`src/rtl/stb_occ_mon.sv`:
```
// stb_occ_mon: store-buffer occupancy checker for the hardware threads of one core.
// Every cycle it watches each thread's STB entry count for overflow and for count
// jumps larger than a legal step. It keeps per-thread high-water marks, sticky
// error flags and a saturating error counter. Error reports are registered.
module stb_occ_mon #(
   parameter int NUM_THR   = 4,
   parameter int CNT_W     = 4,
   parameter int MAX_ENT   = 8,
   parameter int MAX_STEP  = 1,
   parameter int BLANK_CYC = 1,
   parameter int ERRCNT_W  = 16,
   localparam int TID_W    = (NUM_THR > 1) ? $clog2(NUM_THR) : 1
) (
   input  logic                     clk,
   input  logic                     rst_l,
   input  logic                     enable,
   input  logic [9:0]               coreid,
   input  logic [NUM_THR*CNT_W-1:0] stb_cnt,
   input  logic [NUM_THR-1:0]       stb_rst,
   input  logic                     hwm_clr,
   output logic                     err_vld,
   output logic [TID_W-1:0]         err_thr,
   output logic [1:0]               err_code,
   output logic [NUM_THR-1:0]       err_sticky,
   output logic [ERRCNT_W-1:0]      err_cnt,
   output logic [NUM_THR*CNT_W-1:0] hwm
);

   // The blanking counter only has to hold BLANK_CYC.
   localparam int BLK_W = $clog2(BLANK_CYC + 1);
   // popcount(fail) can reach NUM_THR.
   localparam int PC_W  = $clog2(NUM_THR + 1);
   // The extra top bits of the error sum reveal when the counter would pass all-ones.
   localparam int SUM_W = ERRCNT_W + PC_W;

   localparam logic [31:0] MAX_ENT_U  = MAX_ENT;
   localparam logic [31:0] MAX_STEP_U = MAX_STEP;

   logic [NUM_THR-1:0][CNT_W-1:0] r_prevCnt;
   logic [NUM_THR-1:0]            r_prevVld;
   logic [NUM_THR-1:0][BLK_W-1:0] r_blankCtr;
   logic                          r_errVld;
   logic [TID_W-1:0]              r_errThr;
   logic [1:0]                    r_errCode;
   logic [NUM_THR-1:0]            r_errSticky;
   logic [ERRCNT_W-1:0]           r_errCnt;
   logic [NUM_THR-1:0][CNT_W-1:0] r_hwm;

   logic [NUM_THR-1:0][CNT_W-1:0] w_cnt;
   logic [NUM_THR-1:0][CNT_W:0]   w_diff;
   logic [NUM_THR-1:0]            w_active;
   logic [NUM_THR-1:0]            w_ovfl;
   logic [NUM_THR-1:0]            w_step;
   logic [NUM_THR-1:0]            w_fail;
   logic [TID_W-1:0]              w_selThr;
   logic [1:0]                    w_selCode;
   logic [PC_W-1:0]               w_failCnt;
   logic [SUM_W-1:0]              w_sum;
   logic [ERRCNT_W-1:0]           w_nextErrCnt;

   // Per-thread classification: unpack counts, work out the activity window and the violations.
   always_comb begin
      w_cnt    = '0;
      w_diff   = '0;
      w_active = '0;
      w_ovfl   = '0;
      w_step   = '0;
      w_fail   = '0;
      for (int t = 0; t < NUM_THR; t++) begin
         w_cnt[t]    = stb_cnt[t*CNT_W +: CNT_W];
         w_diff[t]   = (w_cnt[t] >= r_prevCnt[t]) ?
                       ({1'b0, w_cnt[t]} - {1'b0, r_prevCnt[t]}) :
                       ({1'b0, r_prevCnt[t]} - {1'b0, w_cnt[t]});
         w_active[t] = !stb_rst[t] && (r_blankCtr[t] == '0);
         w_ovfl[t]   = w_active[t] && (32'(w_cnt[t]) > MAX_ENT_U);
         w_step[t]   = w_active[t] && r_prevVld[t] && (32'(w_diff[t]) > MAX_STEP_U);
         w_fail[t]   = enable && (w_ovfl[t] || w_step[t]);
      end
   end

   // Choose the lowest failing thread, count the failures and form the saturated counter value.
   always_comb begin
      w_selThr  = '0;
      w_selCode = '0;
      w_failCnt = '0;
      for (int t = NUM_THR - 1; t >= 0; t--) begin
         if (w_fail[t]) begin
            w_selThr  = TID_W'(t);
            w_selCode = {w_step[t], w_ovfl[t]};
         end
      end
      for (int t = 0; t < NUM_THR; t++) begin
         w_failCnt = w_failCnt + PC_W'(w_fail[t]);
      end
      w_sum        = SUM_W'(r_errCnt) + SUM_W'(w_failCnt);
      w_nextErrCnt = (|w_sum[SUM_W-1:ERRCNT_W]) ? '1 : w_sum[ERRCNT_W-1:0];
   end

   // Per-thread history: previous count, its validity and the post-reset blanking countdown.
   always_ff @(posedge clk or negedge rst_l) begin
      if (!rst_l) begin
         r_prevCnt <= '0;
         r_prevVld <= '0;
         for (int t = 0; t < NUM_THR; t++) begin
            r_blankCtr[t] <= BLK_W'(BLANK_CYC);
         end
      end else begin
         for (int t = 0; t < NUM_THR; t++) begin
            r_prevCnt[t] <= w_cnt[t];
            if (stb_rst[t]) begin
               r_prevVld[t]  <= 1'b0;
               r_blankCtr[t] <= BLK_W'(BLANK_CYC);
            end else begin
               r_prevVld[t] <= 1'b1;
               if (r_blankCtr[t] != '0) begin
                  r_blankCtr[t] <= r_blankCtr[t] - BLK_W'(1);
               end
            end
         end
      end
   end

   // Registered error report, sticky flags and saturating error counter.
   always_ff @(posedge clk or negedge rst_l) begin
      if (!rst_l) begin
         r_errVld    <= 1'b0;
         r_errThr    <= '0;
         r_errCode   <= '0;
         r_errSticky <= '0;
         r_errCnt    <= '0;
      end else begin
         r_errVld    <= |w_fail;
         r_errThr    <= w_selThr;
         r_errCode   <= w_selCode;
         r_errSticky <= r_errSticky | w_fail;
         r_errCnt    <= w_nextErrCnt;
      end
   end

   // High-water marks follow active threads whatever enable says; a clear request wins.
   always_ff @(posedge clk or negedge rst_l) begin
      if (!rst_l) begin
         r_hwm <= '0;
      end else if (hwm_clr) begin
         r_hwm <= '0;
      end else begin
         for (int t = 0; t < NUM_THR; t++) begin
            if (w_active[t] && (w_cnt[t] > r_hwm[t])) begin
               r_hwm[t] <= w_cnt[t];
            end
         end
      end
   end

   assign err_vld    = r_errVld;
   assign err_thr    = r_errThr;
   assign err_code   = r_errCode;
   assign err_sticky = r_errSticky;
   assign err_cnt    = r_errCnt;
   assign hwm        = r_hwm;

`ifndef SYNTHESIS
   // Simulation log of each reported error event.
   always @(posedge clk) begin
      if (rst_l && r_errVld) begin
         $display("[stb_occ_mon] t=%0t core=%0d thr=%0d code=%b cnt=%0d",
                  $time, coreid, r_errThr, r_errCode, r_errCnt);
      end
   end
`endif

endmodule

```
`config.mk`:
```
export PLATFORM = sky130hd
export DESIGN_NAME = stb_occ_mon
export DESIGN_NICKNAME = d
export VERILOG_FILES = /design/src/rtl/stb_occ_mon.sv
export SDC_FILE = /design/constraint.sdc
export NUM_CORES = 1
export LEC_CHECK = 0
export ABC_AREA = 1
export CELL_PAD_IN_SITES_DETAIL_PLACEMENT = 2
export CELL_PAD_IN_SITES_GLOBAL_PLACEMENT = 2
export CORE_ASPECT_RATIO = 1.2
export CORE_MARGIN = 3
export CORE_UTILIZATION = 32
export CTS_CLUSTER_DIAMETER = 30
export CTS_CLUSTER_SIZE = 40
export DETAILED_ROUTE_END_ITERATION = 10
export PLACE_DENSITY_LB_ADDON = 0.1
export SYNTH_ARGS = -nofsm -noshare
export SYNTH_HDL_FRONTEND = slang
export SYNTH_SLANG_ARGS = --single-unit
```
`constraint.sdc`:
```
create_clock -name clk -period 4.8 [get_ports clk]
set_clock_uncertainty 0.05 [all_clocks]
set_input_delay 0.48 -clock clk [delete_from_list [all_inputs] [get_ports clk]]
set_output_delay 0.48 -clock clk [all_outputs]
set_load 0.05 [all_outputs]
```
==> out/results.tsv, run 1 <==
stage	metric	value	unit
outcome	status	completed	
yosys	synthesis.instances	568	
place	dpl.hpwl	11.3	mm
clock_network	postCtsHoldBufs	0	
detailed_routing	top_layer_used	met4	
power	post-layout-total-power	1970	uW
global_routing	antenna_found_initial	0	
floorplanning	placementRows	47	
detailed_routing	detail_route.first_pass.iterations	4	
detailed_routing	route.met2.wl	8.03	mm
clock_network	root_buffer	clkbuf_16	
detailed_routing	antenna_left	0	
timing	worstMarginPinSlew	1.09	ns
global_routing	grt_pass1_vias	4959	
global_routing	grt_use_total	0.192	
power	power.density_cell_area	320	mW/mm2
clock_network	h_tree_depth	3	
timing	period_share	0.930	
flow_run	cap_violations	0	
detailed_routing	wl	14.5	mm
yosys	synthesis.yosys.warnings	0	
detailed_routing	avgRoutedWirePerCell	16.8	um
clock_network	clock_tree_from_tritoncts	built	
min_path	min-delay-path-class	in -> async	
worst_setup_path	r2r-end	err_cnt[6]	
timing	report.final.slew_viol_count	0	
layout	finalNetCount	776	
yosys	yosys_register_bits	65	
global_routing	grt_pass1_wl	24.0	mm
worst_setup_path	critPathMaxFanout	5	
place	finalWeightedCongestion	0.807	
clock_network	cts_inserted_buffers	9	
detailed_routing	via_count	4201	
timing	max_freq	0.224	GHz
timing	holdWs	0.286	ns
layout	post-route-cell-area	0.00615	mm2
detailed_routing	detail_route.vias_per_cell	4.90	
floorplanning	fp.dieArea	0.0159	mm2
layout	sequential_cell_area	0.00163	mm2
clock_network	clkSlewWorstSetupHoldPaths	0.06	ns
layout	fillers	1592	
detailed_routing	drt-met1-wl	5.70	mm
global_routing	congestion_overflow_gr	0	
worst_setup_path	slack_of_the_worst_reg_to_reg_path	0.56	ns
layout	drive_above_1_share	0.167	
clock_network	clockBufferDepth	2	
detailed_routing	met3_length	452	um
worst_setup_path	critPathKind	in -> reg	
layout	multi_input_combinational_cell_area	0.00258	mm2
clock_network	worstSkewPairLatency	0.33	ns
yosys	synth.distinct_cells	48	
floorplanning	die_h	138	um
timing	hold_viol	0	
layout	antenna_cells	0	
floorplanning	initial_utilization	0.331	
yosys	yosysSeqAreaShare	0.353	
worst_setup_path	worst_r2r_startpoint	r_prevCnt[8]	
detailed_routing	drt_iter0_drc	97	
floorplanning	fp.dieW	116	um
worst_setup_path	crit_path_end_kind	flop	
worst_setup_path	worst_r2r_path_depth	25	
place	post_dp_cell_area	0.00574	mm2
worst_setup_path	crit_path_start_kind	primary input	
timing	postLayoutSetupSlackWorst	0.336	ns
yosys	synth_top_cell_area_share	0.330	
yosys	mappedNetlistArea	0.00462	mm2
yosys	yosys.area.top_type	dfrtp_1	
timing	post-route-min-period	4.46	ns
global_routing	largest_net_degree_at_the_start_of_global_routing	46	
power	leakagePower	0.00309	uW
yosys	synthesis.area_per_instance	8.13	um2
place	io_buffers	64	
timing	timing.max_slew.rel_slack	0.274	
power	worst_vdd_ir	259	uV
clock_network	tritoncts_num_sinks	65	
yosys	synth.area.top_cells	dfrtp_1 (33%), ha_1 (13%), nand2_1 (9.3%)	
layout	flow.area_growth_from_synthesis	33.1	%
worst_setup_path	worstPathRequired	5.01	ns
place	pre_cts_ws	-0.286	ns
detailed_routing	post-route-drc-count	0	
yosys	synth_net_count	662	
worst_setup_path	worstPathArrival	4.67	ns
floorplanning	floorplan.core_area	0.0139	mm2
timing	setup_viol	0	
floorplanning	io_pins	75	
-- cells by family (layout without fill, tap and decap cells) --
logic type               after synthesis  after routing  synth area share
flip-flops                            65             65             0.353
adder cells (fa/ha/maj)               60             60             0.180
XOR/XNOR                              11             11            0.0209
AND/OR/NAND/NOR                      236            236             0.242
buffers and inverters                124            243             0.108
AO/OA/AOI/OAI                         72             72            0.0959
-- critical path, cell delays in order --
cell and delay, ns:
clkdlybuf4s50_1 0.52, inv_1 0.11, ha_4 0.27, nand2_1 0.07, nand2_2 0.08, a21oi_2 0.18, nand3_2 0.13, nand2_1 0.09
nand2_1 0.06, nor2_1 0.13, nand2_2 0.10, nand2_2 0.09, nand2_2 0.06, fa_1 0.50, inv_1 0.06, fa_1 0.35
inv_1 0.10, fa_1 0.20, nand3_1 0.11, nor3_2 0.24, inv_2 0.07, nor2_4 0.10, inv_2 0.07, nor2_4 0.13
nand3_2 0.11, buf_4 0.18, o21ai_0 0.06
-- where the power goes --
part	total [uW]	switching (uW)	internal [uW]	leakage, uW
registers	647	47.2	600	0.000796
logic	666	420	246	0.00216
clock network	655	239	416	0.000140
-- cells in the final DEF (no fill, tap or decap), types with 4 or more instances in the layout --
cell,n
nor2_1,39
nand3_1,28
nand2_1,111
a21oi_1,19
nor3_2,4
buf_4,46
dfrtp_1,61
o22ai_1,13
o21ai_0,19
dfstp_2,4
inv_1,105
nand4_1,10
nand2_2,12
nor3_1,5
o21ai_1,5
inv_2,9
ha_1,45
clkbuf_16,9
fa_1,9
clkdlybuf4s50_1,61
or2_1,6
xnor2_1,8
nand2_4,5
nand3_2,4
-- cell usage after synthesis (all sizes together) --
| library cell | count |
|---|---|
| a21boi | 2 |
| a21o | 1 |
| a21oi | 21 |
| a31oi | 2 |
| a41oi | 1 |
| and3 | 1 |
| buf | 6 |
| clkbuf | 1 |
| clkinv | 2 |
| dfrtp | 61 |
| dfstp | 4 |
| fa | 11 |
| ha | 49 |
| inv | 115 |
| nand2 | 128 |
| nand3 | 33 |
| nand3b | 3 |
| nand4 | 11 |
| nor2 | 43 |
| nor3 | 9 |
| nor3b | 1 |
| nor4 | 1 |
| o211ai | 1 |
| o21a | 1 |
| o21ai | 25 |
| o21bai | 2 |
| o22ai | 13 |
| o311ai | 2 |
| o31ai | 1 |
| or2 | 6 |
| xnor2 | 8 |
| xor2 | 3 |
-- timing repair --
item	4_1_cts	5_1_grt
gates resized for setup	1	22
pin swaps	0	4
cloned	0	0
buffers inserted	0	2
endpoints found under the setup margin	1	16
-- sequential cells by signal, indices dropped and copies added, names as in the netlist --
signal	cells
r_prevCnt	16
err_code	2
err_vld	1
err_sticky	4
hwm	16
err_cnt	16
err_thr	2
r_blankCtr	4
r_prevVld	4
-- area by class of cell --
class,count,share of cell area
Sequential cell,65,0.265
Timing Repair Buffer,110,0.160
Tap cell,171,0.0348
Inverter,117,0.0718
Multi-Input combinational cell,379,0.420
Clock buffer,13,0.0407
Clock inverter,3,0.00692
-- metrics by stage --
stage               setup TNS (ns)  instances  utilization
floorplan                        0        568            -
global placement            -0.853        840        0.412
finish                           0        858        0.441
CTS                              0        856        0.433
global route               -0.0414        858        0.441
detailed placement           -4.12        840        0.412
-- worst max path at each step --
| stage | start | endpoint | slack [ns] | cells past startpoint |
|---|---|---|---|---|
| floorplan | stb_cnt[10] | err_cnt[15] | 0.76 | 29 |
| finish | stb_cnt[2] | err_cnt[6] | 0.34 | 27 |
| detailed placement | stb_cnt[3] | err_cnt[9] | -0.29 | 25 |
| CTS | stb_cnt[2] | err_cnt[3] | 0.06 | 26 |
| global placement | stb_cnt[3] | err_cnt[6] | -0.09 | 26 |
| global route | stb_cnt[9] | err_cnt[6] | -0.04 | 29 |
-- per-layer routing --
layer / vias to the layer above / GRT usage
li1: 2033 / -
met1: 2088 / 0.212
met2: 59 / 0.369
met3: 21 / 0.0308
met4: 0 / 0.0664
met5: - / 0
Power figures use the tool's default switching activity.
==> run 2, diff against run 1 <==
CORE_MARGIN = default   (was 3)
==> out/results.tsv, run 2 (same netlist as run 1, synthesis figures left out) <==
stage	metric	value	unit
outcome	status	finished with violations	
worst_setup_path	worstPathRequired	5.02	ns
layout	most_common_cell_after_layout_fill_and_taps_aside	nand2_1	
floorplanning	initial_utilization	0.331	
place	finalWeightedCongestion	0.820	
clock_network	h_tree_depth	3	
power	power.density_cell_area	338	mW/mm2
clock_network	worstSkewPairLatency	0.34	ns
timing	post-route-min-period	4.55	ns
timing	worstMarginPinSlew	0.720	ns
detailed_routing	via_count	4144	
global_routing	grt_pass1_vias	4819	
clock_network	clockBufferDepth	2	
floorplanning	fp.dieArea	0.0149	mm2
global_routing	grt_use_total	0.203	
timing	timing.max_slew.rel_slack	0.520	
outcome	failed_checks	DRC	
min_path	min-delay-path-class	in -> reg	
timing	holdWs	0.414	ns
detailed_routing	detail_route.vias_per_cell	4.84	
timing	report.final.slew_viol_count	0	
detailed_routing	post-route-drc-count	3	
timing	hold_viol	0	
global_routing	congestion_overflow_gr	0	
floorplanning	die_h	134	um
layout	drive_above_1_share	0.176	
worst_setup_path	critPathMaxFanout	4	
floorplanning	fp.dieW	112	um
layout	antenna_cells	0	
flow_run	cap_violations	0	
timing	max_freq	0.220	GHz
clock_network	tritoncts_num_sinks	65	
layout	top_library_cells_by_usage_in_the_layout_fill_and_taps_aside	nand2_1 (110), inv_1 (102), dfrtp_1 (61), clkdlybuf4s50_1 (61)	
worst_setup_path	worst_path_max_delay_cell	fa_1	
detailed_routing	antenna_left	0	
worst_setup_path	crit_path_start_kind	primary input	
clock_network	clock_tree_from_tritoncts	built	
detailed_routing	drt_iter0_drc	107	
layout	fillers	1610	
power	leakagePower	0.00314	uW
floorplanning	io_pins	75	
clock_network	cts_inserted_buffers	9	
timing	period_share	0.948	
global_routing	antenna_found_initial	0	
layout	multi_input_combinational_cell_area	0.00260	mm2
global_routing	largest_net_degree_at_the_start_of_global_routing	54	
power	worst_vdd_ir	268	uV
worst_setup_path	timing.critical_path.cells	clkdlybuf4s50_1, ha_1, fa_1, o21ai_1, nor2_1, nand3_1, nand2_1, nor2_1, nand2_1, nand2_2, nand2_2, fa_1, inv_1, fa_1, inv_2, fa_2, nand3_1, nor3_2, inv_2, nor2_2, inv_2, nor3_4, a31oi_1, a31oi_1	
clock_network	root_buffer	clkbuf_16	
global_routing	grt_pass1_wl	23.7	mm
worst_setup_path	worstPathArrival	4.77	ns
timing	setup_viol	0	
timing	setup_total_negative_slack	0	ns
floorplanning	floorplan.core_area	0.0139	mm2
place	io_buffers	64	
clock_network	clkSlewWorstSetupHoldPaths	0.06	ns
layout	sequential_cell_area	0.00163	mm2
floorplanning	placementRows	47	
detailed_routing	detail_route.first_pass.iterations	7	
power	post-layout-total-power	2100	uW
detailed_routing	avgRoutedWirePerCell	16.6	um
worst_setup_path	critical-path-max-stage-delay	0.50	ns
place	dpl.hpwl	11.1	mm
detailed_routing	wl	14.3	mm
worst_setup_path	critPathKind	in -> reg	
worst_setup_path	crit_path_end_kind	flop	
layout	finalNetCount	775	
layout	flow.area_growth_from_synthesis	34.6	%
## run 2: cell count changes in the layout (fill, tap and decap cells not counted), moves of 2 or more
cell	change
clkbuf_1	-3
inv_1	-3
inv_2	+3
nor3_2	-3
buf_4	-2
bufinv_16	+2
clkinv_4	+2
nor2_2	+2
nor3_4	+2
## run 2: cell type report
class,instances,share of cell area
flip-flops and latches,65,0.262
clock buffers,10,0.0384
well taps,171,0.0344
inverters,117,0.0710
repair buffers,109,0.158
multi-input cells,379,0.418
clock inverters,6,0.0185
## run 2: report_power, final
group	switching [uW]	internal, uW
Sequential	47.7	600
Combinational	421	245
Clock	266	523
Total	735	1370
## run 2: through the flow
stage | cell area (um2) | worst slack, ns | cells | utilization
after detailed placement | 5740 | -0.269 | 839 | 0.412
final | 6220 | 0.250 | 857 | 0.446
after global routing | 6220 | -0.0901 | 857 | 0.446
after floorplan | 4620 | 0.758 | 568 | -
after global placement | 5740 | -0.112 | 839 | 0.412
after CTS | 6100 | 0.0432 | 856 | 0.438
## run 2: worst paths after layout
check                              start            end  slack, ns  cells after the start
max reg2reg                 r_prevCnt[0]    err_cnt[14]       0.44                     25
min in group asynchronous          rst_l         hwm[6]       0.51                      2
max                           stb_cnt[8]    err_cnt[14]       0.25                     24
min reg2reg                err_sticky[0]  err_sticky[0]       0.42                      1
max in group asynchronous          rst_l         hwm[3]       3.15                      3
min                           stb_cnt[0]   r_prevCnt[0]       0.41                      2
## run 2: per-layer routing
| layer | vias up | wire [um] | global-route usage |
|---|---|---|---|
| met4 | 0 | 191 | 0.0646 |
| met1 | 2059 | 5690 | 0.221 |
| met2 | 50 | 7940 | 0.390 |
| li1 | 2022 | - | - |
| met5 | - | 0 | 0 |
| met3 | 13 | 440 | 0.0364 |
## run 2: worst max-delay path, delay by kind of cell
family                   cells  cell delay (ns)
buffers and inverters        5             0.73
AND/OR/NAND/NOR             11             1.34
adder cells (fa/ha/maj)      5             1.79
AO/OA/AOI/OAI                3             0.42
## run 2: repair_timing
item                                    CTS  global route
resized for setup                         0            30
hold buffers                              1             0
endpoints found under the setup margin    0            16
endpoints found under the hold margin    12             0
buffers inserted                          0             1
==> run 3, diff against run 2 <==
CELL_PAD_IN_SITES_DETAIL_PLACEMENT = default   (was 2)
CELL_PAD_IN_SITES_GLOBAL_PLACEMENT = default   (was 2)
CORE_UTILIZATION = 40   (was 32)
PLACE_DENSITY_LB_ADDON = default   (was 0.1)
==> out/results.tsv, run 3 (same netlist as run 1, synthesis figures left out) <==
stage	metric	value	unit
power	post-layout-total-power	2020	uW
timing	post-route-min-period	4.47	ns
worst_setup_path	slack_of_the_worst_reg_to_reg_path	0.64	ns
detailed_routing	avgRoutedWirePerCell	12.4	um
floorplanning	floorplan.core_area	0.0111	mm2
layout	antenna_cells	0	
layout	most_common_cell_after_layout_fill_and_taps_aside	nand2_1	
global_routing	grt_use_total	0.188	
floorplanning	placementRows	42	
worst_setup_path	r2r-end	err_cnt[14]	
worst_setup_path	worst_r2r_path_depth	25	
detailed_routing	via_count	3904	
clock_network	h_tree_depth	3	
timing	max_freq	0.223	GHz
clock_network	cts_inserted_buffers	9	
clock_network	clkSlewWorstSetupHoldPaths	0.05	ns
timing	rsz_0062_raised_after_global_routing	no	
clock_network	clock_tree_from_tritoncts	built	
worst_setup_path	critical_path.endpoint	err_cnt[14]	
clock_network	root_buffer	clkbuf_16	
floorplanning	io_pins	75	
power	worst_vdd_ir	190	uV
timing	hold_viol	0	
layout	top_library_cells_by_usage_in_the_layout_fill_and_taps_aside	nand2_1 (113), inv_1 (105), clkdlybuf4s50_1 (63)	
detailed_routing	drt_iter0_drc	162	
clock_network	tritoncts_num_sinks	65	
worst_setup_path	crit_path_start_kind	primary input	
detailed_routing	wl	10.3	mm
outcome	status	completed	
timing	period_share	0.932	
global_routing	grt_pass1_vias	3987	
layout	drive_above_1_share	0.143	
place	finalWeightedCongestion	0.821	
layout	flow.area_growth_from_synthesis	30.6	%
clock_network	post-cts-setup-buffer-count	0	
worst_setup_path	crit_path_end_kind	flop	
floorplanning	initial_utilization	0.415	
floorplanning	fp.dieW	100	um
clock_network	resized_cells_post_cts	0	
layout	finalNetCount	766	
power	power.density_cell_area	335	mW/mm2
timing	worstMarginPinSlew	0.841	ns
detailed_routing	detail_route.first_pass.iterations	4	
layout	fillers	1074	
global_routing	antenna_found_initial	0	
power	internal-power	1350	uW
worst_setup_path	critPathKind	in -> reg	
global_routing	congestion_overflow_gr	0	
worst_setup_path	worstPathArrival	4.68	ns
power	power.clock.fraction	0.376	
worst_setup_path	cp-startpoint	stb_cnt[10]	
power	comb_power_share	0.305	
floorplanning	fp.dieArea	0.0120	mm2
detailed_routing	post-route-drc-count	0	
power	switching_share	0.330	
worst_setup_path	critPathMaxFanout	5	
worst_setup_path	worstPathRequired	5.00	ns
detailed_routing	detail_route.vias_per_cell	4.70	
worst_setup_path	worst_r2r_startpoint	r_prevCnt[8]	
layout	final_util	0.542	
clock_network	clockBufferDepth	2	
power	leakagePower	0.00307	uW
power	netSwitchingPower	666	uW
global_routing	largest_net_degree_at_the_start_of_global_routing	66	
global_routing	grt_pass1_wl	17.7	mm
power	power.share.sequential	0.319	
detailed_routing	antenna_left	0	
flow_run	cap_violations	0	
timing	setup_viol	0	
place	dpl.hpwl	8.28	mm
clock_network	postCtsHoldBufs	0	
timing	report.final.slew_viol_count	0	
min_path	min-delay-path-class	in -> async	
clock_network	worstSkewPairLatency	0.33	ns
timing	timing.max_slew.rel_slack	0.440	
floorplanning	die_h	120	um
place	io_buffers	64	
[run 3: worst min path at each step]
stage                             start             to  slack [ns]
after floorplan                   rst_l     err_cnt[0]        0.13
after global placement    err_sticky[1]  err_sticky[1]        0.40
after detailed placement  err_sticky[1]  err_sticky[1]        0.40
after CTS                         rst_l        hwm[13]        0.32
after global routing              rst_l        hwm[13]        0.38
final                             rst_l        hwm[13]        0.27
[run 3: worst max-delay path, stage by stage]
cell	delay, ns
clkdlybuf4s50_1	0.49
inv_1	0.07
ha_1	0.39
a21oi_4	0.19
nand2_2	0.10
nand2_2	0.09
nand2_1	0.09
nand2_1	0.07
nand2_1	0.04
nor2_1	0.10
nand2_1	0.10
nand2_2	0.11
nand2_2	0.08
fa_1	0.50
inv_1	0.05
fa_1	0.34
inv_1	0.09
fa_1	0.20
nand3_1	0.10
nor3_2	0.22
inv_2	0.05
nor2_2	0.11
inv_2	0.07
buf_4	0.14
nor3_4	0.15
a31oi_1	0.10
a31oi_1	0.15
[run 3: per-stage QoR]
stage	cell area (um2)	std cells	setup TNS [ns]	hold slack [ns]	worst slack [ns]
after floorplan	4620	568	0	0.134	0.758
after global routing	6030	831	0	0.382	0.00525
after CTS	6010	831	0	0.320	0.220
after detailed placement	5660	815	-1.15	0.403	-0.152
final	6030	831	0	0.273	0.325
after global placement	5660	815	-0.0426	0.400	-0.0201
[run 3: power groups by stage]
| stage | clock network, uW | registers [uW] | logic [uW] |
|---|---|---|---|
| finish | 760 | 644 | 616 |
| global route | 801 | 652 | 678 |
| CTS | 779 | 647 | 622 |
| detailed placement | 0 | 655 | 619 |
| global placement | 0 | 653 | 605 |
| floorplan | 0 | 783 | 277 |
[run 3: final cells by class]
class | instances | area (um2) | share of cell area
well taps | 154 | 193 | 0.0319
repair buffers | 100 | 906 | 0.150
clock buffers | 11 | 243 | 0.0402
multi-input cells | 379 | 2520 | 0.417
clock inverters | 5 | 103 | 0.0170
inverters | 117 | 442 | 0.0732
flip-flops and latches | 65 | 1630 | 0.270
[run 3: metal layers]
metal / vias to the layer above / share of wire / GRT usage
met4: 0 / 0.024 / 0.0879
met2: 64 / 0.52 / 0.334
met3: 15 / 0.031 / 0.0285
met1: 1817 / 0.43 / 0.219
met5: - / 0 / 0
li1: 2008 / - / -
